$ cat src/rtl/alu16_seq.sv
`default_nettype none
// ============================================================================
// Module   : alu16_seq
// Purpose  : Sequencer that runs 16-bit ops (ADD HL,rr / INC rr / DEC rr /
//            ADD SP,e8) on the 8-bit ALU as two byte passes. The low byte
//            goes first. The carry from the low pass is chained into the
//            high pass through the ALU C flag.
// Ports    : clk, rst (async, active-high)
//            start, op[1:0], opa[15:0], opb[15:0], flags_in[3:0] : request
//            busy, done, result[15:0], flags_out[3:0]           : status
//            alu_a, alu_b, alu_op, alu_flags_in                  : to ALU
//            alu_result, alu_flags_out                           : from ALU
// Config   : ALU16_SP_EN - when defined, op 2'b11 performs ADD SP,e8.
//            When undefined, op 2'b11 is a timed no-op. It returns
//            result=opa and flags_out=flags_in.
// Revision : 1.0 - initial release
// ============================================================================
module alu16_seq (
  input  logic        clk,
  input  logic        rst,
  input  logic        start,
  input  logic [1:0]  op,
  input  logic [15:0] opa,
  input  logic [15:0] opb,
  input  logic [3:0]  flags_in,
  output logic        busy,
  output logic        done,
  output logic [15:0] result,
  output logic [3:0]  flags_out,
  output logic [7:0]  alu_a,
  output logic [7:0]  alu_b,
  output logic [4:0]  alu_op,
  output logic [3:0]  alu_flags_in,
  input  logic [7:0]  alu_result,
  input  logic [3:0]  alu_flags_out
);

  // ALU op encodings
  localparam logic [4:0] c_ALU_ADD = 5'b00000;
  localparam logic [4:0] c_ALU_ADC = 5'b00001;
  localparam logic [4:0] c_ALU_SUB = 5'b00010;
  localparam logic [4:0] c_ALU_SBC = 5'b00011;

  // Sequencer op encodings
  localparam logic [1:0] c_OP_ADD16 = 2'b00;
  localparam logic [1:0] c_OP_INC16 = 2'b01;
  localparam logic [1:0] c_OP_DEC16 = 2'b10;
  localparam logic [1:0] c_OP_ADDSP = 2'b11;

  // FSM states
  localparam logic [1:0] c_S_IDLE = 2'd0;
  localparam logic [1:0] c_S_LO   = 2'd1;
  localparam logic [1:0] c_S_HI   = 2'd2;

  logic [1:0]  r_state;
  logic [1:0]  w_state_nxt;
  logic [1:0]  r_op;
  logic [15:0] r_opa;
  logic [15:0] r_opb;
  logic [3:0]  r_flags;
  logic [7:0]  r_res_lo;
  logic        r_c_lo;
  logic        r_done;
  logic [15:0] r_result;
  logic [3:0]  r_flags_out;
  logic        w_alu_active;
  logic [15:0] w_result_hi;
  logic [3:0]  w_flags_hi;
`ifdef ALU16_SP_EN
  logic        r_h_lo;
`endif

  // The ALU's Z and N outputs are never consumed. The 16-bit Z flag comes
  // from the latched F register, never from the ALU.
  logic w_unused;
  assign w_unused = &{1'b0, alu_flags_out[3:2]};

  // Without the SP feature, op 11 leaves the ALU parked as in IDLE.
`ifdef ALU16_SP_EN
  assign w_alu_active = 1'b1;
`else
  assign w_alu_active = (r_op != c_OP_ADDSP);
`endif

  // ---------------------------------------------------------------- state
  always_ff @(posedge clk or posedge rst) begin
    if (rst) begin
      r_state <= c_S_IDLE;
    end else begin
      r_state <= w_state_nxt;
    end
  end

  // ----------------------------------------------------------- next state
  always_comb begin
    w_state_nxt = r_state;
    case (r_state)
      c_S_IDLE: if (start) w_state_nxt = c_S_LO;
      c_S_LO:   w_state_nxt = c_S_HI;
      c_S_HI:   w_state_nxt = c_S_IDLE;
      default:  w_state_nxt = c_S_IDLE;
    endcase
  end

  // ------------------------------------------------------- output / ALU
  always_comb begin
    busy         = (r_state == c_S_LO) || (r_state == c_S_HI);
    alu_op       = c_ALU_ADD;
    alu_a        = 8'h00;
    alu_b        = 8'h00;
    alu_flags_in = 4'h0;
    if (w_alu_active) begin
      case (r_state)
        c_S_LO: begin
          alu_b = r_opa[7:0];
          case (r_op)
            c_OP_ADD16: alu_a = r_opb[7:0];
            c_OP_INC16: alu_a = 8'h01;
            c_OP_DEC16: begin
              alu_op = c_ALU_SUB;
              alu_a  = 8'h01;
            end
            default:    alu_a = r_opb[7:0];  // e8 added unsigned in the low pass
          endcase
        end
        c_S_HI: begin
          alu_flags_in = {3'b000, r_c_lo};
          alu_b        = r_opa[15:8];
          alu_op       = c_ALU_ADC;
          case (r_op)
            c_OP_ADD16: alu_a = r_opb[15:8];
            c_OP_INC16: alu_a = 8'h00;
            c_OP_DEC16: begin
              alu_op = c_ALU_SBC;
              alu_a  = 8'h00;
            end
            default:    alu_a = {8{r_opb[7]}};  // sign-extend e8
          endcase
        end
        default: ;
      endcase
    end
  end

  // Result and flags produced at the end of the high pass.
  always_comb begin
    w_result_hi = {alu_result, r_res_lo};
    w_flags_hi  = r_flags;
    case (r_op)
      c_OP_ADD16: w_flags_hi = {r_flags[3], 1'b0, alu_flags_out[1], alu_flags_out[0]};
      c_OP_INC16: w_flags_hi = r_flags;
      c_OP_DEC16: w_flags_hi = r_flags;
      default: begin
`ifdef ALU16_SP_EN
        // ADD SP,e8 reports the unsigned carries out of the low byte.
        w_flags_hi = {2'b00, r_h_lo, r_c_lo};
`else
        w_result_hi = r_opa;
        w_flags_hi  = r_flags;
`endif
      end
    endcase
  end

  // ------------------------------------------------------------ datapath
  always_ff @(posedge clk or posedge rst) begin
    if (rst) begin
      r_op        <= 2'b00;
      r_opa       <= 16'h0000;
      r_opb       <= 16'h0000;
      r_flags     <= 4'h0;
      r_res_lo    <= 8'h00;
      r_c_lo      <= 1'b0;
      r_done      <= 1'b0;
      r_result    <= 16'h0000;
      r_flags_out <= 4'h0;
`ifdef ALU16_SP_EN
      r_h_lo      <= 1'b0;
`endif
    end else begin
      r_done <= (r_state == c_S_HI);
      case (r_state)
        c_S_IDLE: begin
          if (start) begin
            r_op    <= op;
            r_opa   <= opa;
            r_opb   <= opb;
            r_flags <= flags_in;
          end
        end
        c_S_LO: begin
          r_res_lo <= alu_result;
          r_c_lo   <= alu_flags_out[0];
`ifdef ALU16_SP_EN
          r_h_lo   <= alu_flags_out[1];
`endif
        end
        c_S_HI: begin
          r_result    <= w_result_hi;
          r_flags_out <= w_flags_hi;
        end
        default: ;
      endcase
    end
  end

  assign done      = r_done;
  assign result    = r_result;
  assign flags_out = r_flags_out;

endmodule
`default_nettype wire

$ cat config.mk
export PLATFORM = sky130hd
export DESIGN_NAME = alu16_seq
export DESIGN_NICKNAME = d
export VERILOG_FILES = /design/src/rtl/alu16_seq.sv
export SDC_FILE = /design/constraint.sdc
export NUM_CORES = 1
export LEC_CHECK = 0
export ABC_AREA = 1
export CORE_UTILIZATION = 42
export CTS_BUF_LIST = sky130_fd_sc_hd__clkbuf_16
export DETAILED_ROUTE_END_ITERATION = 10
export GPL_TIMING_DRIVEN = 1
export PLACE_DENSITY = 0.86
export SLEW_MARGIN = 10
export SYNTH_ARGS = -nofsm -noshare
export SYNTH_HDL_FRONTEND = slang
export SYNTH_SLANG_ARGS = --single-unit
export TNS_END_PERCENT = 100
$ cat constraint.sdc
create_clock -name clk -period 2.25 [get_ports clk]
set_clock_uncertainty 0.15 [all_clocks]
set_input_delay 0.3375 -clock clk [delete_from_list [all_inputs] [get_ports clk]]
set_output_delay 0.3375 -clock clk [all_outputs]
set_load 0.01 [all_outputs]
==> flow_summary_export.csv <==
group,metric,value,unit
run_status,outcome,"complete, no violations",
power_and_ir_drop,p_comb_frac,0.475,
hold_path,timing.hold.worst.class,"in -> async",
placed_design,buffer_ports.inserted,91,
clocking,cts_tree,"yes",
global_routing,antenna_found_initial,0,
route,route.final.wire_length,9350,µm
timing,final.setup.tns,0,ns
timing,layout_worst_path_cycle_share,0.981,
global_routing,gr-usage-all-layers,0.231,
clocking,clk_slew_on_worst_s_h_paths,0.06,ns
clocking,cts_h_tree_depth,3,
timing,final.hold.worst_slack,0.291,ns
synthesis,synth.lib_cells_used.distinct,18,
setup_path,crit_fanout,6,
synthesis,synth.area.top_cells,"sky130_fd_sc_hd__dfrtp_1, sky130_fd_sc_hd__nand2_1, sky130_fd_sc_hd__nand3_1",
synthesis,synth_largest_type_area_fraction,0.529,
run,max_cap_violations,0,
power_and_ir_drop,net_switching_power_figure,2.80,mW
route,dr.first_iter.drc_count,274,
power_and_ir_drop,pwr_density_cell,1450,mW/mm²
clocking,clkSinkCount,70,
floorplan,fp.dieArea,0.00824,mm²
synthesis,ys.flop_type,"sky130_fd_sc_hd__dfrtp_1",
placed_design,place_hpwl,5990,µm
finish,postLayoutCoreUtil,0.627,
setup_path,timing.critical_path.to_type,"output pin",
setup_path,critical_path.startpoint_type,"flip-flop",
power_and_ir_drop,power.internal,4.18,mW
setup_path,r2r_setup_slack,0.50,ns
finish,antenna-diode-count,0,
power_and_ir_drop,power.share.switching,0.401,
synthesis,synth_seq_area_share,0.529,
timing,finalHoldViolCount,0,
route,detailroute.via_count,3312,
global_routing,grt_pass1_wl,14800,µm
clocking,clock-root-buffer,"sky130_fd_sc_hd__clkbuf_16",
setup_path,cp_data_arrival_time,1.72,ns
floorplan,die-width,90.8,µm
setup_path,crit_slowest_cell,"sky130_fd_sc_hd__dfrtp_1",
timing,setup-violations-final,0,
finish,drive_above_1_share,0.180,
timing,worstMarginPinSlew,0.732,ns
finish,fin_nets,585,
power_and_ir_drop,portion_of_total_power_attributed_to_sequential_cells,0.325,
floorplan,core_area,0.00769,mm²
finish,area_growth,45.6,%
placed_design,routabilityCongestion,0.921,
floorplan,die_height,90.8,µm
route,final_routed_drc_violation_total,0,
setup_path,critPathKind,"reg -> out",
route,antenna_left,0,
power_and_ir_drop,power_total,6.98,mW
timing,timing.max_slew.rel_slack,0.511,
setup_path,timing.critical_path.cells,"inv_2 > ha_4 > nor2_4 > buf_6 > nand2_2 > a21oi_2 > buf_2",
global_routing,grt_pass1_vias,3126,
synthesis,yosys_warnings,0,
clocking,cts_buffers,9,
placed_design,post_dp_cell_area,0.00437,mm²
timing,final_period_minus_worst_setup_slack,2.21,ns
floorplan,floorplan.initialDensity,0.431,
clocking,ctsLongestPathBuffers,2,
power_and_ir_drop,irDropWorstVdd,634,µV
synthesis,ys_ff_latch,70,
clocking,worst_skew_late_latency,0.34,ns
floorplan,num_io_pins,100,
synthesis,synth_enable_flop_cells,0,
power_and_ir_drop,clock_power_share,0.200,
synthesis,post-synth-top-area-cell,"sky130_fd_sc_hd__dfrtp_1",
timing,clock.fmax,453,MHz
route,routedWlPerCell,14.8,µm
synthesis,synthesis.area,0.00331,mm²
timing,maxSlewViolCount,0,
synthesis,syn-instance-count,415,
setup_path,critical-path-max-stage-delay,0.42,ns
synthesis,synth_common_cells,"sky130_fd_sc_hd__nand2_1, sky130_fd_sc_hd__dfrtp_1, sky130_fd_sc_hd__nand3_1, sky130_fd_sc_hd__o21ai_0, sky130_fd_sc_hd__nor2_1",
global_routing,overflow,0,
route,drt-pass1-iter-count,5,
floorplan,row_count,32,
route,routed_via_density,5.25,
synthesis,yosys.cell_count.top_type,"sky130_fd_sc_hd__nand2_1",
synthesis,syn_area_per_cell,7.98,µm²
synthesis,asyncSetResetFlopFracSynth,1.00,
setup_path,cp_data_required_time,1.76,ns
global_routing,grt_max_degree,71,
finish,postLayoutCellArea,0.00482,mm²
power_and_ir_drop,power.static_leakage,2.32,nW
## metrics by stage
step | instances | worst slack (ns)
after floorplan | 420 | 0.436
after global placement | 603 | -0.0346
after detailed placement | 603 | -0.122
after CTS | 625 | -0.00484
after global routing | 631 | -0.0453
final | 631 | 0.0438
## path summary, 6_finish.rpt
kind                                   from     endpoint  cells past startpoint
worst min register to register  r_res_lo[1]  r_res_lo[1]                      2
max in group asynchronous               rst     r_opa[7]                      3
min in group clk                r_res_lo[1]  r_res_lo[1]                      2
worst min-delay path                    rst    result[1]                      3
worst max register to register   r_state[0]      r_op[0]                      5
worst max-delay path                r_op[0]     alu_a[5]                      7
## per-layer routing
layer	part of all wire	track usage	vias to the layer above
met5	0	0	-
met4	0.026	0.0794	0
met3	0.064	0.0648	31
met2	0.50	0.382	174
met1	0.42	0.290	1565
li1	-	-	1542
## placed cells by master, fill, tap and decap left out, types with 9 or more instances in the layout
cell type                         instances
sky130_fd_sc_hd__buf_2                   16
sky130_fd_sc_hd__a21oi_2                  9
sky130_fd_sc_hd__nand2_1                158
sky130_fd_sc_hd__dfrtp_1                 70
sky130_fd_sc_hd__clkbuf_16                9
sky130_fd_sc_hd__buf_4                   26
sky130_fd_sc_hd__a21oi_1                 10
sky130_fd_sc_hd__nor2_1                  23
sky130_fd_sc_hd__o21ai_0                 40
sky130_fd_sc_hd__nand3_1                 44
sky130_fd_sc_hd__clkdlybuf4s50_1         71
## flip-flops by register name, summed over array words and instances, names as in the netlist
register and flops:
r_opa 16, done 1, r_op 2, r_c_lo 1, flags_out 4, r_flags 4
r_state 2, result 16, r_res_lo 8, r_opb 16
## power groups by stage
stage	sequential [mW]	clock, mW	combinational [mW]
finish	2.27	1.40	3.32
global route	2.33	1.46	3.64
CTS	2.24	1.40	3.03
detailed placement	2.25	0	2.89
global placement	2.22	0	2.78
floorplan	2.24	0	1.61
## critical path, delay by kind of cell, from the launching register on
family                   cells  cell delay [ns]
flip-flops                   1             0.42
buffers and inverters        3             0.39
AND/OR/NAND/NOR              2             0.23
adder cells (fa/ha/maj)      1             0.21
AO/OA/AOI/OAI                1             0.12
## kinds of logic after synthesis
group	Yosys count	synth area share
other	1	0.00113
AND/OR/NAND/NOR	232	0.281
flip-flops	70	0.529
buffers and inverters	44	0.0676
AO/OA/AOI/OAI	60	0.0907
adder cells (fa/ha/maj)	8	0.0302
## timing repair
| item | in CTS | in global routing |
|---|---|---|
| endpoints found under the setup margin | 19 | 19 |
| setup buffers | 6 | 6 |
| gates cloned | 0 | 0 |
| pin swaps | 2 | 3 |
| hold buffers | 0 | 0 |
| gates resized for setup | 82 | 25 |
## final cells by class
| type | count | area (µm²) |
|---|---|---|
| multi-input combinational | 306 | 1480 |
| tap | 102 | 128 |
| inverter | 13 | 56.3 |
| clock inverter | 7 | 66.3 |
| timing repair buffer | 124 | 1110 |
| fill | 602 | 2870 |
| clock buffer | 9 | 225 |
| sequential | 70 | 1750 |
No activity file was read; power rests on OpenSTA's default activity.
